**src/rtl/rgbw_frame_sender.sv**
```systemverilog
// rtl/rgbw_frame_sender.sv - SPI mode-0 master sending the 8-byte RGBW lighting frame
module rgbw_frame_sender #(
    parameter int          CLK_DIV   = 2,
    parameter int          GAP       = 2,
    parameter logic [7:0]  SYNC_BYTE = 8'h55
) (
    input  logic       clk,
    input  logic       reset,
    input  logic       start,
    input  logic [7:0] lint_in,
    input  logic [7:0] color_idx_in,
    input  logic [7:0] red_in,
    input  logic [7:0] green_in,
    input  logic [7:0] blue_in,
    input  logic [7:0] white_in,
    input  logic [7:0] mode_in,
    output logic       busy,
    output logic       done,
    output logic [2:0] byte_idx,
    output logic       sclk,
    output logic       mosi,
    output logic       cs_n
);

    // Last value of the per-half-period divider and of the gap half-period counter.
    localparam logic [15:0] DIV_MAX  = 16'(CLK_DIV - 1);
    localparam logic [7:0]  GAP_LAST = (GAP > 0) ? 8'(GAP - 1) : 8'd0;

    typedef enum logic [1:0] {
        S_IDLE,
        S_SHIFT,
        S_GAP,
        S_HOLD
    } state_t;

    state_t      r_state;

    // Frame snapshot taken on the accepting start edge.
    logic [7:0]  r_lint;
    logic [7:0]  r_color_idx;
    logic [7:0]  r_red;
    logic [7:0]  r_green;
    logic [7:0]  r_blue;
    logic [7:0]  r_white;
    logic [7:0]  r_mode;

    logic [7:0]  r_shift;
    logic [2:0]  r_bit;
    logic [15:0] r_div;
    logic [7:0]  r_gap;

    logic        r_busy;
    logic        r_done;
    logic [2:0]  r_byte_idx;
    logic        r_sclk;
    logic        r_mosi;
    logic        r_cs_n;

    logic [2:0]  w_next_idx;
    logic [7:0]  w_next_byte;
    logic        w_div_end;

    assign w_next_idx = r_byte_idx + 3'd1;
    assign w_div_end  = (r_div == DIV_MAX);

    // Pick the shadow byte that follows the one currently on the wire.
    always_comb begin
        w_next_byte = 8'h00;
        case (w_next_idx)
            3'd1:    w_next_byte = r_lint;
            3'd2:    w_next_byte = r_color_idx;
            3'd3:    w_next_byte = r_red;
            3'd4:    w_next_byte = r_green;
            3'd5:    w_next_byte = r_blue;
            3'd6:    w_next_byte = r_white;
            3'd7:    w_next_byte = r_mode;
            default: w_next_byte = SYNC_BYTE;
        endcase
    end

    // Frame sequencer: snapshot, bit timing, inter-byte gap, trailing hold and all outputs.
    always_ff @(posedge clk) begin
        if (!reset) begin
            r_state     <= S_IDLE;
            r_lint      <= 8'h00;
            r_color_idx <= 8'h00;
            r_red       <= 8'h00;
            r_green     <= 8'h00;
            r_blue      <= 8'h00;
            r_white     <= 8'h00;
            r_mode      <= 8'h00;
            r_shift     <= 8'h00;
            r_bit       <= 3'd0;
            r_div       <= 16'd0;
            r_gap       <= 8'd0;
            r_busy      <= 1'b0;
            r_done      <= 1'b0;
            r_byte_idx  <= 3'd0;
            r_sclk      <= 1'b0;
            r_mosi      <= 1'b0;
            r_cs_n      <= 1'b1;
        end else begin
            r_done <= 1'b0;
            case (r_state)
                S_IDLE: begin
                    if (start) begin
                        r_lint      <= lint_in;
                        r_color_idx <= color_idx_in;
                        r_red       <= red_in;
                        r_green     <= green_in;
                        r_blue      <= blue_in;
                        r_white     <= white_in;
                        r_mode      <= mode_in;
                        r_shift     <= SYNC_BYTE;
                        r_mosi      <= SYNC_BYTE[7];
                        r_bit       <= 3'd0;
                        r_div       <= 16'd0;
                        r_byte_idx  <= 3'd0;
                        r_sclk      <= 1'b0;
                        r_busy      <= 1'b1;
                        r_cs_n      <= 1'b0;
                        r_state     <= S_SHIFT;
                    end
                end

                S_SHIFT: begin
                    if (!w_div_end) begin
                        r_div <= r_div + 16'd1;
                    end else begin
                        r_div <= 16'd0;
                        if (!r_sclk) begin
                            r_sclk <= 1'b1;
                        end else begin
                            r_sclk <= 1'b0;
                            if (r_bit != 3'd7) begin
                                // Next bit of the same byte starts its low half.
                                r_bit   <= r_bit + 3'd1;
                                r_shift <= {r_shift[6:0], 1'b0};
                                r_mosi  <= r_shift[6];
                            end else begin
                                r_bit <= 3'd0;
                                if (r_byte_idx == 3'd7) begin
                                    r_state <= S_HOLD;
                                end else if (GAP == 0) begin
                                    r_byte_idx <= w_next_idx;
                                    r_shift    <= w_next_byte;
                                    r_mosi     <= w_next_byte[7];
                                end else begin
                                    r_gap   <= 8'd0;
                                    r_state <= S_GAP;
                                end
                            end
                        end
                    end
                end

                S_GAP: begin
                    // mosi keeps the last bit of the previous byte while sclk idles.
                    if (!w_div_end) begin
                        r_div <= r_div + 16'd1;
                    end else begin
                        r_div <= 16'd0;
                        if (r_gap == GAP_LAST) begin
                            r_byte_idx <= w_next_idx;
                            r_shift    <= w_next_byte;
                            r_mosi     <= w_next_byte[7];
                            r_state    <= S_SHIFT;
                        end else begin
                            r_gap <= r_gap + 8'd1;
                        end
                    end
                end

                S_HOLD: begin
                    // One half-period of cs hold after the last sclk fall.
                    if (!w_div_end) begin
                        r_div <= r_div + 16'd1;
                    end else begin
                        r_div      <= 16'd0;
                        r_cs_n     <= 1'b1;
                        r_busy     <= 1'b0;
                        r_done     <= 1'b1;
                        r_byte_idx <= 3'd0;
                        r_mosi     <= 1'b0;
                        r_state    <= S_IDLE;
                    end
                end

                default: r_state <= S_IDLE;
            endcase
        end
    end

    assign busy     = r_busy;
    assign done     = r_done;
    assign byte_idx = r_byte_idx;
    assign sclk     = r_sclk;
    assign mosi     = r_mosi;
    assign cs_n     = r_cs_n;

endmodule
```
**config.mk**
```make
export PLATFORM = sky130hd
export DESIGN_NAME = rgbw_frame_sender
export DESIGN_NICKNAME = d
export VERILOG_FILES = /design/src/rtl/rgbw_frame_sender.sv
export SDC_FILE = /design/constraint.sdc
export NUM_CORES = 1
export LEC_CHECK = 0
export BUFFER_PORTS_ARGS = -buffer_cell sky130_fd_sc_hd__buf_2
export CAP_MARGIN = 20
export CORE_ASPECT_RATIO = 1.75
export CORE_MARGIN = 3
export CORE_UTILIZATION = 50
export DETAILED_ROUTE_END_ITERATION = 10
export PLACE_DENSITY = 0.8
export SYNTH_ARGS = -nofsm -noshare
export SYNTH_HDL_FRONTEND = slang
export SYNTH_SLANG_ARGS = --single-unit
```
**constraint.sdc**
```tcl
create_clock -name clk -period 3.7 [get_ports clk]
set_clock_uncertainty 0.05 [all_clocks]
set_input_delay 0.185 -clock clk [delete_from_list [all_inputs] [get_ports clk]]
set_output_delay 0.185 -clock clk [all_outputs]
set_load 0.01 [all_outputs]
```
==> results of run 1 <==
synth_stat cells, types with 2 or more instances:
| library cell | instances |
|---|---|
| sky130_fd_sc_hd__a21boi_0 | 65 |
| sky130_fd_sc_hd__a21oi_1 | 11 |
| sky130_fd_sc_hd__a221oi_1 | 3 |
| sky130_fd_sc_hd__a222oi_1 | 4 |
| sky130_fd_sc_hd__a22o_1 | 2 |
| sky130_fd_sc_hd__a22oi_1 | 10 |
| sky130_fd_sc_hd__a32o_1 | 4 |
| sky130_fd_sc_hd__and2_1 | 7 |
| sky130_fd_sc_hd__and3_1 | 5 |
| sky130_fd_sc_hd__buf_2 | 5 |
| sky130_fd_sc_hd__clkbuf_1 | 32 |
| sky130_fd_sc_hd__dfxtp_1 | 100 |
| sky130_fd_sc_hd__ha_1 | 18 |
| sky130_fd_sc_hd__inv_1 | 10 |
| sky130_fd_sc_hd__mux2_2 | 12 |
| sky130_fd_sc_hd__mux2i_1 | 7 |
| sky130_fd_sc_hd__nand2_1 | 143 |
| sky130_fd_sc_hd__nand2b_1 | 4 |
| sky130_fd_sc_hd__nand3_1 | 12 |
| sky130_fd_sc_hd__nand3b_1 | 2 |
| sky130_fd_sc_hd__nand4_1 | 9 |
| sky130_fd_sc_hd__nor2_1 | 22 |
| sky130_fd_sc_hd__nor2b_1 | 4 |
| sky130_fd_sc_hd__nor3_1 | 13 |
| sky130_fd_sc_hd__nor3b_1 | 2 |
| sky130_fd_sc_hd__nor4_1 | 3 |
| sky130_fd_sc_hd__o211a_1 | 3 |
| sky130_fd_sc_hd__o21a_1 | 6 |
| sky130_fd_sc_hd__o21ai_0 | 13 |
| sky130_fd_sc_hd__o221a_2 | 3 |
| sky130_fd_sc_hd__o22ai_1 | 4 |
| sky130_fd_sc_hd__o31ai_1 | 3 |
| sky130_fd_sc_hd__or2_2 | 2 |
| sky130_fd_sc_hd__xnor2_1 | 7 |
| sky130_fd_sc_hd__xor2_1 | 5 |
layout make-up:
class | count | share of cell area, %
clock inverters | 6 | 0.981
well taps | 122 | 2.72
multi-input cells | 435 | 49.4
inverters | 11 | 0.735
flip-flops and latches | 100 | 35.7
repair buffers | 70 | 6.42
clock buffers | 10 | 4.08
power by group:
part	switching, mW	internal [mW]	leakage (nW)
Sequential	0.0420	1.14	0.817
Combinational	0.191	0.123	1.22
Clock	0.441	0.471	0.134
cells by family (layout without fill, tap and decap cells):
family,Yosys count,after routing
AND/OR/NAND/NOR,238,238
adder cells (fa/ha/maj),18,18
XOR/XNOR,12,12
AO/OA/AOI/OAI,148,148
buffers and inverters,49,97
flip-flops,100,100
multiplexers,19,19
stage by stage:
step / power (mW) / cell area (um2)
2_1_floorplan: 1.41 / 4960
3_3_place_gp: 1.50 / 5330
3_5_place_dp: 1.51 / 5330
4_1_cts: 2.42 / 5610
5_1_grt: 2.52 / 5610
6_report: 2.40 / 5610
worst register-to-register path, stage by stage, from the launching register on:
cell and delay, ns:
sky130_fd_sc_hd__dfxtp_1 0.36, sky130_fd_sc_hd__inv_1 0.11, sky130_fd_sc_hd__ha_1 0.63, sky130_fd_sc_hd__clkinv_1 0.46
sky130_fd_sc_hd__a41oi_1 0.29, sky130_fd_sc_hd__o22ai_1 0.16, sky130_fd_sc_hd__and2_1 0.34, sky130_fd_sc_hd__o221a_2 0.31
per-layer routing:
layer,up-vias,global-route usage [%]
met1,2072,23.9
met3,29,4.25
met5,-,0
met2,107,42.6
li1,2143,-
met4,0,11.3
flip-flops by register name, indices dropped and copies added, names as in the netlist:
signal,flops
r_mode,8
r_blue,8
mosi,1
sclk,1
r_shift,7
done,1
r_color_idx,8
r_state,2
r_red,8
busy,1
r_lint,8
r_gap,8
r_bit,3
r_div,16
r_green,8
r_white,8
cs_n,1
byte_idx,3
worst min-delay path by stage:
stage,to,startpoint
after floorplan,r_blue[0],blue_in[0]
after global placement,r_white[2],white_in[2]
after detailed placement,r_white[7],white_in[7]
after CTS,r_lint[5],lint_in[5]
after global routing,r_red[6],red_in[6]
final,r_lint[5],lint_in[5]
==> summary.md, run 1 <==
| Metric | Value |
|---|---|
| Worst path setup slack after routing | 0.887 ns |
| Met1 Wirelength | 4620 um |
| Minimum period implied by the final worst setup slack | 2.81 ns |
| Quantity of gates resized following cts | 0 |
| Mapped Cells | 584 |
| CP peak stage delay | 0.63 ns |
| Crit end category | register |
| Initial core utilization | 51.8% |
| Yosys warning total | 0 |
| 1st-pass router iterations | 4 |
| Count of pins on the block boundary | 67 |
| Routed length per instance | 16.2 um |
| Destination of the critical timing path | r_shift[2] |
| Total length of routed wires | 12200 um |
| Library cell contributing the largest single delay on the critical path | sky130_fd_sc_hd__ha_1 |
| Overall routing resource usage | 23.0% |
| Fraction of the core area covered by cells at the end of the flow | 58.6% |
| Hold Worst Slack | 0.0246 ns |
| Buffer and inverter count on the worst path | 2 |
| Number of buffers added on ports | 66 |
| Count of routing violations after the opening detailed-route iteration | 251 |
| Sequential element share of the synthesized area | 40.3% |
| DPL Wire Length | 8920 um |
| TritonCTS clock tree | done |
| RSZ-0062 raised after global routing | no |
| Initial antenna violation count | 0 |
| Global-route wire length before repair | 20000 um |
| Post-CTS Hold Fix Bufs | 0 |
| Post-detailed-route via-to-cell ratio | 5.77 |
| FF-to-FF End | r_shift[2] |
| Type of element launching the critical path | register |
| CP arrival | 3.00 ns |
| Xor/xnor cell area share of the yosys netlist | 2.12% |
| Total DRC errors in the routed layout | 0 |
| Placed cell count | 738 |
| Site row count | 47 |
| Worst setup timing slack at the placement stage | 0.930 ns |
| Largest family of logic cells by synthesized area | compound AO/OA/AOI/OAI gates |
| Setup bufs post-CTS | 0 |
| Post-synthesis cell type with the largest combined area | sky130_fd_sc_hd__dfxtp_1 |
| Clk pin slew, worst setup/hold paths | 0.07 ns |
| Clock latency on the worst-skew pair | 0.35 ns |
| Share of async-settable or async-resettable flops after synthesis | 0% |
| Top cells by area in the synthesized netlist | sky130_fd_sc_hd__dfxtp_1, sky130_fd_sc_hd__nand2_1, sky130_fd_sc_hd__a21boi_0 |
| Total power density per cell area | 428 mW/mm2 |
| Amount of wire on met2 after detailed routing | 6770 um |
| Final Non-Filler Cells | 754 |
| Compound-gate portion of the synthesized area | 22.7% |
| Portion of synthesized cell area occupied by the leading cell type | 40.3% |
| Clk Tree Root Cell | sky130_fd_sc_hd__clkbuf_16 |
| Number of enable-type register cells in the synthesized netlist | 0 |
| Final number of max-transition violations | 0 |
| Die width | 81.3 um |
| Gpl congestion | 0.859 |
| Total nets after synthesis | 661 |
| Number of sinks on the clock net | 100 |
| Startpoint of the worst-slack reg-to-reg timing path | r_state[1] |
| Count of final hold-check violations | 0 |
| Number of fill cells in the layout | 837 |
| Post-detailed-route count of antenna-violating nets | 0 |
| Top library cells by usage in the layout, fill and taps aside | sky130_fd_sc_hd__nand2_1, sky130_fd_sc_hd__dfxtp_1, sky130_fd_sc_hd__buf_2 |
| Mapped Area | 0.00496 mm2 |
| Multiplexer share of the synthesized area | 4.13% |
| LEAKAGE | 2.17 nW |
| FF/Latch Area | 0.00200 mm2 |
| Start-to-end type of the worst setup path | register to register |
| Met3 wire length | 404 um |
| Startpoint of the worst setup timing path | r_state[1] |
| Largest driver fanout on the critical path | 19 |
| Layout cells sized above 1 | 17.4% |
| Total via count after detailed routing | 4351 |
| Tightest Hold Check Type | input pin to register |
| Maximum Capacitance Violations | 0 |
| Area of the multi-input gates | 0.00277 mm2 |
| Number of cells on the worst reg-to-reg path | 7 |
| H-tree levels | 3 |
| Share of the cycle needed by the critical path after routing | 76.0% |
| Deepest clock path buffer count | 2 |
| Run status | complete, no violations |
| Number of flip-flops and latches in the synthesized netlist | 100 |
| Max transition margin | 35.3% |
| Leading register cell type out of synthesis | sky130_fd_sc_hd__dfxtp_1 |
| Slew at the pin closest to its max-slew limit | 0.970 ns |
| Hold-critical path depth | 3 |
| Top Layer Used | met4 |
| R2r setup slk | 0.89 ns |
| Vias in the first global route | 4338 |
| Largest delay share family, worst path | compound AO/OA/AOI/OAI gates |
| Nets | 704 |
| Worst voltage drop across the vdd grid | 0.305 mV |
| Number of buffers inserted during clock tree synthesis | 9 |
| Maximum achievable frequency | 0.355 GHz |
| Die Span Y | 138 um |
| Final global-route overflow total | 0 |
| Unique cell type count in the Yosys netlist | 64 |
| Antenna diodes | 0 |
| Area delta synth->final | 13.1% |
| Per-instance average area after synthesis | 8.50 um2 |
| Crit path required time | 3.89 ns |
| Most common cell after layout, fill and taps aside | sky130_fd_sc_hd__nand2_1 |
| Std-Cell Core Area | 0.00959 mm2 |
| Synthesized-area fraction occupied by and/or/nand/nor cells | 22.4% |
| Largest net degree at the start of global routing | 58 |
| Final setup vio count | 0 |
| Floorplan die area | 0.0112 mm2 |
| Arithmetic-cell share of the synthesized area counting full adders, half adders and majority gates | 4.54% |
| TNS Setup | 0 ns |
| Stages on worst setup path | 7 |
| Critical-path cell list | inv_1 -> ha_1 -> clkinv_1 -> a41oi_1 -> o22ai_1 -> and2_1 -> o221a_2 |
(Power assumes the default switching activity.)
==> inputs of run 2 (changes only) <==
==> constraint.sdc (replaced) <==
create_clock -name clk -period 2.85 [get_ports clk]
set_clock_uncertainty 0.05 [all_clocks]
set_input_delay 0.1425 -clock clk [delete_from_list [all_inputs] [get_ports clk]]
set_output_delay 0.1425 -clock clk [all_outputs]
set_load 0.01 [all_outputs]
==> run 2 against run 1 <==
  * The run now ends with hold timing left
  * Combinational power is 48% higher
  * Sequential power is 31% higher
  * Count of clock-buffer cells in the layout is 1 lower
  * Power is 34% higher
  * Sequential share of layout area is 2.6 points lower
  * Routed wire length is 11% higher
  * Cell count is 6.0% higher
  * Clock power is 34% higher
  * Worst hold slack worse by 0.025 ns
  * Global-route usage is 2.5 points higher
  * Critical endpoint is now r_shift[4]
  * Largest power group unchanged
==> summary.md, run 2 (synthesized netlist as in run 1, its figures left out) <==
| Metric | Value |
|---|---|
| Run status | complete, but fails checks (was complete, no violations) |
| Failing checks | hold timing |
| R2r setup slk | 0.28 ns (was 0.89 ns) |
| Overall routing resource usage | 25.4% (was 23.0%) |
| Initial core utilization | 51.8% (unchanged) |
| Startpoint of the worst-slack reg-to-reg timing path | byte_idx[0] (was r_state[1]) |
| Count of routing violations after the opening detailed-route iteration | 232 (was 251) |
| Hold-critical path depth | 3 (unchanged) |
| Share of the cycle needed by the critical path after routing | 90.1% (was 76.0%) |
| Max FFs per register | 16 (unchanged) |
| Final setup vio count | 0 (unchanged) |
| Vias in the first global route | 4643 (was 4338) |
| Number of sinks on the clock net | 100 (unchanged) |
| Deepest clock path buffer count | 2 (unchanged) |
| Min-delay src | blue_in[3] (was lint_in[5]) |
| Setup bufs post-CTS | 0 (unchanged) |
| Initial antenna violation count | 0 (unchanged) |
| Floorplan die area | 0.0112 mm2 (unchanged) |
| Max transition margin | 34.8% (was 35.3%) |
| Top library cells by usage in the layout, fill and taps aside | sky130_fd_sc_hd__nand2_1, sky130_fd_sc_hd__dfxtp_1, sky130_fd_sc_hd__buf_2 (unchanged) |
| Die Span Y | 138 um (unchanged) |
| Placed cell count | 746 (was 738) |
| Crit path required time | 3.05 ns (was 3.89 ns) |
| Type of element launching the critical path | register (unchanged) |
| Number of fill cells in the layout | 780 (was 837) |
| Largest driver fanout on the critical path | 16 (was 19) |
| Number of buffers inserted during clock tree synthesis | 9 (unchanged) |
| Total length of routed wires | 13600 um (was 12200 um) |
| Hold Worst Slack | -0.000882 ns (was 0.0246 ns) |
| Amount of wire on met2 after detailed routing | 7430 um (was 6770 um) |
| Most common cell after layout, fill and taps aside | sky130_fd_sc_hd__nand2_1 (unchanged) |
| Site row count | 47 (unchanged) |
| H-tree levels | 3 (unchanged) |
| Crit end category | register (unchanged) |
| DPL Wire Length | 9310 um (was 8920 um) |
| LEAKAGE | 2.37 nW (was 2.17 nW) |
| Startpoint of the worst setup timing path | byte_idx[0] (was r_state[1]) |
| Number of cells on the worst reg-to-reg path | 7 (unchanged) |
| Start-to-end type of the worst setup path | register to register (unchanged) |
| Reg with most FFs | r_div (unchanged) |
| Std-Cell Core Area | 0.00959 mm2 (unchanged) |
| Final global-route overflow total | 0 (unchanged) |
| Met3 wire length | 550 um (was 404 um) |
| Global-route wire length before repair | 21600 um (was 20000 um) |
| Final Non-Filler Cells | 799 (was 754) |
| Worst path setup slack after routing | 0.283 ns (was 0.887 ns) |
| Count of pins on the block boundary | 67 (unchanged) |
| Maximum Capacitance Violations | 0 (unchanged) |
| FF-to-FF End | r_shift[4] (was r_shift[2]) |
| Die width | 81.3 um (unchanged) |
| Count of final hold-check violations | 2 (was 0) |
| Tightest Hold Check Type | input pin to register (unchanged) |
| Routed length per instance | 17.0 um (was 16.2 um) |
| Clk Tree Root Cell | sky130_fd_sc_hd__clkbuf_16 (unchanged) |
| Post-detailed-route via-to-cell ratio | 5.76 (was 5.77) |
| Maximum achievable frequency | 0.390 GHz (was 0.355 GHz) |
| End point of the most critical hold path | r_blue[3] (was r_lint[5]) |
| 1st-pass router iterations | 5 (was 4) |
| Met1 Wirelength | 4690 um (was 4620 um) |
| Top Layer Used | met4 (unchanged) |
| Total power draw | 3.22 mW (was 2.40 mW) |
| CP arrival | 2.77 ns (was 3.00 ns) |
| Total power density per cell area | 532 mW/mm2 (was 428 mW/mm2) |
| TNS Setup | 0 ns (unchanged) |
| Number of buffers added on ports | 66 (unchanged) |
| Worst setup timing slack at the placement stage | 0.302 ns (was 0.930 ns) |
| Area delta synth->final | 21.9% (was 13.1%) |
| Clock latency on the worst-skew pair | 0.36 ns (was 0.35 ns) |
| TritonCTS clock tree | done (unchanged) |
| Layout cells sized above 1 | 17.6% (was 17.4%) |
| Total DRC errors in the routed layout | 0 (unchanged) |
| Nets | 749 (was 704) |
| Largest net degree at the start of global routing | 58 (unchanged) |
| Minimum period implied by the final worst setup slack | 2.57 ns (was 2.81 ns) |
| Antenna diodes | 0 (unchanged) |
| Total via count after detailed routing | 4604 (was 4351) |
| RSZ-0062 raised after global routing | no (unchanged) |
| Slew at the pin closest to its max-slew limit | 0.975 ns (was 0.970 ns) |
| Final number of max-transition violations | 0 (unchanged) |
| Gpl congestion | 0.910 (was 0.859) |
| Post-detailed-route count of antenna-violating nets | 0 (unchanged) |
| Worst voltage drop across the vdd grid | 0.405 mV (was 0.305 mV) |
| Clk pin slew, worst setup/hold paths | 0.07 ns (about the same) |
[run 2: how the worst max path moves through the flow]
stage                  to  slack, ns  cells after the start
2_1_floorplan  r_shift[1]       0.51                      7
3_3_place_gp   r_shift[2]       0.37                      7
3_5_place_dp   r_shift[4]       0.30                      7
4_1_cts        r_shift[4]       0.30                      7
5_1_grt        r_shift[2]       0.13                      6
6_report       r_shift[4]       0.28                      7
[run 2: cell type report]
cell class / instances / area, um2 / area share (%)
inverters: 11 / 41.3 / 0.682
repair buffers: 115 / 791 / 13.1
well taps: 122 / 153 / 2.52
multi-input cells: 435 / 2770 / 45.8
clock buffers: 9 / 225 / 3.72
flip-flops and latches: 100 / 2000 / 33.1
clock inverters: 7 / 67.6 / 1.12
[run 2: timing repair]
action | 4_1_cts | 5_1_grt
hold buffers | 36 | 1
resized for setup | 0 | 0
endpoints found under the setup margin | 0 | 0
endpoints found under the hold margin | 36 | 1
[run 2: routing by layer]
metal	track usage, %	vias to the layer above
li1	-	2232
met2	47.1	151
met3	5.37	56
met1	23.7	2165
met4	18.1	0
met5	0	-
[run 2: critical path, cell delays in order, from the launching register on]
cell	delay (ns)
sky130_fd_sc_hd__dfxtp_1	0.36
sky130_fd_sc_hd__ha_1	0.22
sky130_fd_sc_hd__ha_1	0.67
sky130_fd_sc_hd__mux2_2	0.40
sky130_fd_sc_hd__a32o_1	0.20
sky130_fd_sc_hd__o31ai_1	0.24
sky130_fd_sc_hd__nand2_1	0.08
sky130_fd_sc_hd__o221a_2	0.23
[run 2: through the flow]
step	hold slack (ns)	utilization (%)	area, um2
global placement	0.343	56.2	5390
global route	0.0104	63.2	6050
finish	-0.000882	63.2	6050
CTS	0.00131	63.0	6040
floorplan	0.237	-	4960
detailed placement	0.352	56.2	5390
[run 2: report_power, final]
| part | internal, mW | switching, mW |
|---|---|---|
| combinational | 0.202 | 0.264 |
| clock | 0.616 | 0.601 |
| sequential | 1.48 | 0.0604 |
